[src/rtl/switch_pkg.sv]
// Shared constants and helpers for the push-button conditioning path.
// Switch inputs are active-low; outputs are active-high.
package switch_pkg;

    localparam logic SW_ACTIVE_LEVEL = 1'b0;
    localparam int DEFAULT_DEBOUNCE_CYCLES = 240000;
    localparam int DEFAULT_SYNC_STAGES = 2;

    function automatic int cnt_width(input int n);
        return $clog2(n);
    endfunction

endpackage

[src/rtl/switch_debounce_ch.sv]
// One switch channel: synchroniser, stability counter,
// debounced state and one-cycle edge strobes.
module switch_debounce_ch
    import switch_pkg::*;
#(
    parameter int SYNC_STAGES = DEFAULT_SYNC_STAGES,
    parameter int DEBOUNCE_CYCLES = DEFAULT_DEBOUNCE_CYCLES
) (
    input  logic clk_i,
    input  logic rst_i,
    input  logic switch_n_i,
    output logic pressed_o,
    output logic press_pulse_o,
    output logic release_pulse_o
);

    localparam int CW = cnt_width(DEBOUNCE_CYCLES);
    localparam logic [CW-1:0] CNT_MAX = CW'(DEBOUNCE_CYCLES - 1);
    localparam logic RELEASED = ~SW_ACTIVE_LEVEL;

    logic [SYNC_STAGES-1:0] sync_q, sync_d;
    logic [CW-1:0]          cnt_q, cnt_d;
    logic                   stable_n_q, stable_n_d;
    logic                   press_q, press_d;
    logic                   rel_q, rel_d;
    logic                   synced_n;

    assign synced_n = sync_q[SYNC_STAGES-1];

    always_comb begin
        sync_d     = {sync_q[SYNC_STAGES-2:0], switch_n_i};
        stable_n_d = stable_n_q;
        cnt_d      = cnt_q;
        press_d    = 1'b0;
        rel_d      = 1'b0;
        if (synced_n == stable_n_q) begin
            cnt_d = '0;
        end else if (cnt_q == CNT_MAX) begin
            // Level held long enough: accept it and strobe the edge.
            stable_n_d = synced_n;
            cnt_d      = '0;
            press_d    = (synced_n == SW_ACTIVE_LEVEL);
            rel_d      = (synced_n != SW_ACTIVE_LEVEL);
        end else begin
            cnt_d = cnt_q + 1'b1;
        end
    end

    always_ff @(posedge clk_i) begin
        if (rst_i) begin
            sync_q     <= {SYNC_STAGES{RELEASED}};
            stable_n_q <= RELEASED;
            cnt_q      <= '0;
            press_q    <= 1'b0;
            rel_q      <= 1'b0;
        end else begin
            sync_q     <= sync_d;
            stable_n_q <= stable_n_d;
            cnt_q      <= cnt_d;
            press_q    <= press_d;
            rel_q      <= rel_d;
        end
    end

    assign pressed_o       = (stable_n_q == SW_ACTIVE_LEVEL);
    assign press_pulse_o   = press_q;
    assign release_pulse_o = rel_q;

endmodule

[src/rtl/switch_debouncer.sv]
// Debounces N_SW raw active-low push-buttons into clean
// active-high levels with press/release strobes.
module switch_debouncer
    import switch_pkg::*;
#(
    parameter int N_SW = 3,
    parameter int SYNC_STAGES = DEFAULT_SYNC_STAGES,
    parameter int DEBOUNCE_CYCLES = DEFAULT_DEBOUNCE_CYCLES
) (
    input  logic            clk,
    input  logic            rst,
    input  logic [N_SW-1:0] switch_n,
    output logic [N_SW-1:0] pressed,
    output logic [N_SW-1:0] press_pulse,
    output logic [N_SW-1:0] release_pulse
);

    for (genvar i = 0; i < N_SW; i++) begin : g_ch
        switch_debounce_ch #(
            .SYNC_STAGES    (SYNC_STAGES),
            .DEBOUNCE_CYCLES(DEBOUNCE_CYCLES)
        ) u_ch (
            .clk_i          (clk),
            .rst_i          (rst),
            .switch_n_i     (switch_n[i]),
            .pressed_o      (pressed[i]),
            .press_pulse_o  (press_pulse[i]),
            .release_pulse_o(release_pulse[i])
        );
    end

endmodule

[config.mk]
export PLATFORM = sky130hd
export DESIGN_NAME = switch_debouncer
export DESIGN_NICKNAME = d
export VERILOG_FILES = /design/src/rtl/switch_pkg.sv /design/src/rtl/switch_debounce_ch.sv /design/src/rtl/switch_debouncer.sv
export SDC_FILE = /design/constraint.sdc
export NUM_CORES = 1
export LEC_CHECK = 0
export CORE_AREA = 2 2 71 87
export CTS_BUF_LIST = sky130_fd_sc_hd__clkbuf_8
export DETAILED_ROUTE_END_ITERATION = 10
export DIE_AREA = 0 0 73 89
export MAX_ROUTING_LAYER = met4
export PLACE_DENSITY = 0.76
export SLEW_MARGIN = 10
export SYNTH_ARGS = -nofsm -noshare
export SYNTH_HDL_FRONTEND = slang
export SYNTH_SLANG_ARGS = --single-unit
[constraint.sdc]
create_clock -name clk -period 2.2 [get_ports clk]
set_clock_uncertainty 0.2 [all_clocks]
set_input_delay 0.44 -clock clk [delete_from_list [all_inputs] [get_ports clk]]
set_output_delay 0.44 -clock clk [all_outputs]
set_load 0.01 [all_outputs]
# == Yosys cells after proc, flatten, opt, wreduce, memory -nomap -nowiden ==
# Cells that the tools add are included.
# classes
add_sub_neg,3
n_eq_ne,6
n_bitwise,12
reduce_logical,9
# op_table
cell,n
18-bit by 1-bit adder with 18-bit output (second input constant),3
18-bit == test (second input constant),3
3-bit OR reduction,6
1-bit inverter,12
2-bit AND reduction,3
1-bit == test,3
# word_totals
register_bits,69
input_bits,5
output_inout_bits,9
elab_cells,45

# == Logic depth before layout (Yosys ltp) ==
# depth
word_depth,3
mapped_depth,6
depth_no_buf,5

# == Modules after synthesis ==
# Synthesis repeated with hierarchy kept, for this count alone.
# unflattened
cells_unflattened,330
area_unflattened_um2,3014.1
# by_module_without_submodules
module,instances,cells_per_inst,area_each_um2,seq_area_each_um2
switch_debounce_ch,3,110,1004.7,460.4

# == Least setup slack after synthesis ==
# Ideal clock, no wire load.
# synth_timing
path_type,register to register
from,register g_ch[0].u_ch.cnt_q[14]
to,register g_ch[0].u_ch.cnt_q[6]
setup_time_ns,0.115
arrival_ns,1.808
required_time_ns,1.885
slack_ns,0.078
stages_incl_launch_ff,6
n_path_buf,1
synth_period_minus_slack_ns,2.122
path_cell_list,dfxtp_1 or4b_1 or4_4 o21bai_4 buf_4 nor2_1
# synth_via
elab_chain_len,2
# synth_rtl
item,line,source
from (decl),switch_debounce_ch.sv:22,"logic [CW-1:0] cnt_q, cnt_d;"
from (signal assigned),switch_debounce_ch.sv:59,cnt_q <= cnt_d;
18-bit == test,switch_debounce_ch.sv:38,end else if (cnt_q == CNT_MAX) begin
3-bit OR reduction (no source line),--,
# Every way passes these cells.
# A chain may end at the register's enable or synchronous reset.

# == Worst setup path in the final report ==
# layout_timing
from,register g_ch[0].u_ch.cnt_q[14]
to,register g_ch[0].u_ch.stable_n_q
# layout_via
elab_chain_len,2
# layout_rtl
item,line,source
18-bit == test,switch_debounce_ch.sv:38,
2-bit AND reduction (no source line),--,
to (signal assigned),switch_debounce_ch.sv:58,stable_n_q <= stable_n_d;
to (decl),switch_debounce_ch.sv:23,"logic stable_n_q, stable_n_d;"
# Every way passes these cells.

==> results_dict.tcl <==
set metrics [dict create \
    yosys.area.top_type "dfxtp_1" \
    fmax_mhz 469 \
    async_flop_share_pct 0 \
    detailed_place_hpwl_mm 4.16 \
    io_buffers 13 \
    rr_endpoint "g_ch[0].u_ch.stable_n_q" \
    syn_avg_cell_area_um2 8.66 \
    die_w_um 73 \
    drive_gt1_share_pct 15.2 \
    postPlaceCellArea_um2 3420 \
    synthCells 357 \
    drt-initial-drc-count 119 \
    grt_remaining_overflow 0 \
    area_growth_pct 18.9 \
    antenna_found_initial 0 \
    wire_per_inst_um 12.9 \
    min_path_cells 1 \
    p_sw_share_pct 20.5 \
    htree_num_levels 3 \
    drc 0 \
    cts_num_sinks 69 \
    grt_usage_pct 21.1 \
    r2r_cells 4 \
    rsz0062_at_grt "true" \
    syn_nets 365 \
    ys_ff_latch 69 \
    ys_warn_count 0 \
    arrival_ns 2.21 \
    synth_area_leaders "dfxtp_1, xnor2_1, nor2_1" \
    hold_start "g_ch[2].u_ch.sync_q[0]" \
    power.internal_w 0.00194 \
    cts_buffers 9 \
    initial_utilization_pct 55.3 \
    worst_pin_slew_ns 0.481 \
    end_kind "register" \
    holdCritPathClass "reg2reg" \
    vias 2520 \
    power_density_nw_per_um2 665 \
    drv_slew 0 \
    timing.hold.ws_ns 0.212 \
    grt_max_degree 19 \
    fin_crit_sh_pct 96.9 \
    ys_types 37 \
    cp_max_fo 4 \
    comb_power_share_pct 1.7 \
    clockBufferDepth 2 \
    nFillCells 450 \
    drt-total-wl_mm 5.92 \
    antenna_cells 0 \
    rows 30 \
    drv_cap 0 \
    leakage_nw 1.18 \
    synth.most_common_cell "dfxtp_1" \
    synth_top_area_share_pct 44.7 \
    cts_tree "yes" \
    ant_nets 0 \
    clock_power_share_pct 46.8 \
    synth_ff_type "dfxtp_1" \
    final_nets 398 \
    holdBufCountCts 0 \
    r2r_slack_ns 0.07 \
    dr.pass1.iters 4 \
    maxSlewHeadroom_pct 67.6 \
    path_class "reg2reg" \
    synth_edf_count 0 \
    reg2reg_from "g_ch[0].u_ch.cnt_q[14]" \
    outcome "completed" \
    cts.root.buffer_cell "clkbuf_8" \
    grt_pass1_wl_mm 10.4 \
    power_w 0.00244 \
    crit_required_ns 2.28 \
    fin_util_pct 65.7 \
    hold_end "g_ch[2].u_ch.sync_q[1]" \
    via_per_inst 5.49 \
    seq_power_share_pct 51.5 \
    clkTransAtPathRegs_ns 0.07 \
    period_needed_ns 2.13 \
    clk_latency_ns 0.34 \
    synth_area_um2 3090 \
    core_region_area_um2 5590 \
    die_y_um 89 \
    die_area_um2 6500 \
    setup_viol 0 \
    start_kind "register" \
    p_switching_w 0.000501 \
    design_area_um2 3680 \
    seq_area_frac_synth_pct 44.7 \
    grt_pass1_vias 2405 \
    irDropWorstVdd_mv 0.421 \
    synth_commonest_cells "dfxtp_1, nor2_1, xnor2_1, nand4_1" \
    hold_viol 0 \
    pin_count 14 \
    routabilityCongestion 0.851 \
]
registers in the layout (all words and copies together) (netlist names):
register	cells
g_ch.u_ch.press_pulse_o	3
g_ch.u_ch.release_pulse_o	3
g_ch.u_ch.stable_n_q	3
g_ch.u_ch.cnt_q	54
g_ch.u_ch.sync_q	6
stage by stage:
step                cells  worst slack [ns]   TNS (ns)
finish                459            0.0676          0
global route          459         -0.000175  -0.000175
CTS                   458            0.0400          0
detailed placement    442            -0.267      -4.15
global placement      442            -0.210      -3.47
floorplan             357            0.0777          0
routing by layer:
metal  track usage (%)  part of all wire, %  vias up
li1                  -                    -     1292
met1              24.3                   45     1167
met2              34.4                   49       51
met3              4.96                  3.5       10
met4              10.1                  1.8        0
met5                 -                    0        -
logic make-up after synthesis:
kind of cell / count (synthesis) / synth area share, %
AOI/OAI and AO/OA: 18 / 4.00
adders and majority gates: 3 / 1.21
xor gates and xnor gates: 45 / 12.7
muxes: 1 / 0.324
and+or+nand+nor: 183 / 31.1
DFF: 69 / 44.7
buffers and inverters: 38 / 5.91
critical path, stage by stage, from the launching register on:
cell,delay (ns)
dfxtp_1,0.31
or4b_1,0.51
or4_4,0.57
or3_1,0.33
a21oi_1,0.14
power by group through the flow:
stage	registers (W)	clock network, W	logic, W
floorplan	0.00129	0	0.0000192
global placement	0.00129	0	0.0000368
detailed placement	0.00129	0	0.0000377
CTS	0.00126	0.00118	0.0000385
global route	0.00126	0.00124	0.0000438
finish	0.00126	0.00114	0.0000404
placed cells by master (no fill, tap or decap), drive strengths merged:
cell type      netlist  final
dfxtp               69     69
nor2                57     57
xnor2               31     31
buf                 12     31
nand4               24     24
nand3               20     20
nand2               19     19
nor4                17     17
inv                 16     16
xor2                14     14
clkdlybuf4s50        0     13
clkbuf              10     10
nor3                 8      8
or2                  7      7
a21oi                7      7
or4                  7      7
and4                 6      6
and2                 5      5
o21ai                4      4
o31ai                4      4
or3                  3      3
ha                   3      3
clkinv               0      3
nor2b                2      2
nand2b               2      2
and3                 2      2
bufinv               0      2
or4b                 1      1
o21bai               1      1
nor4bb               1      1
nor3b                1      1
a31o                 1      1
a31oi                1      1
mux2i                1      1
nor4b                1      1
clkinvlp             0      1
how the worst max path moves through the flow:
stage | start | end | slack (ns) | depth (start not counted)
after floorplan | g_ch[0].u_ch.cnt_q[14] | g_ch[0].u_ch.cnt_q[6] | 0.08 | 5
after global placement | g_ch[1].u_ch.cnt_q[15] | g_ch[1].u_ch.cnt_q[13] | -0.21 | 4
after detailed placement | g_ch[1].u_ch.cnt_q[16] | g_ch[1].u_ch.cnt_q[5] | -0.27 | 4
after CTS | g_ch[1].u_ch.cnt_q[16] | g_ch[1].u_ch.cnt_q[8] | 0.04 | 4
after global routing | g_ch[0].u_ch.cnt_q[14] | g_ch[0].u_ch.stable_n_q | -0.0002 | 4
final | g_ch[0].u_ch.cnt_q[14] | g_ch[0].u_ch.stable_n_q | 0.07 | 4
cell type report:
| class | count | area, µm² | area share, % |
|---|---|---|---|
| multi-input combinational | 250 | 1540 | 42.0 |
| clock buffer | 10 | 138 | 3.74 |
| clock inverter | 6 | 86.3 | 2.35 |
| sequential | 69 | 1380 | 37.6 |
| inverter | 16 | 60.1 | 1.63 |
| timing repair buffer | 44 | 388 | 10.5 |
| tap | 64 | 80.1 | 2.18 |
what timing repair did:
action / CTS / global route
endpoints found under the hold margin: 0 / 0
resized for setup: 1 / 1
pin swaps: 0 / 1
setup buffers: 0 / 1
endpoints found under the setup margin: 18 / 19
(Power assumes the default switching activity.)
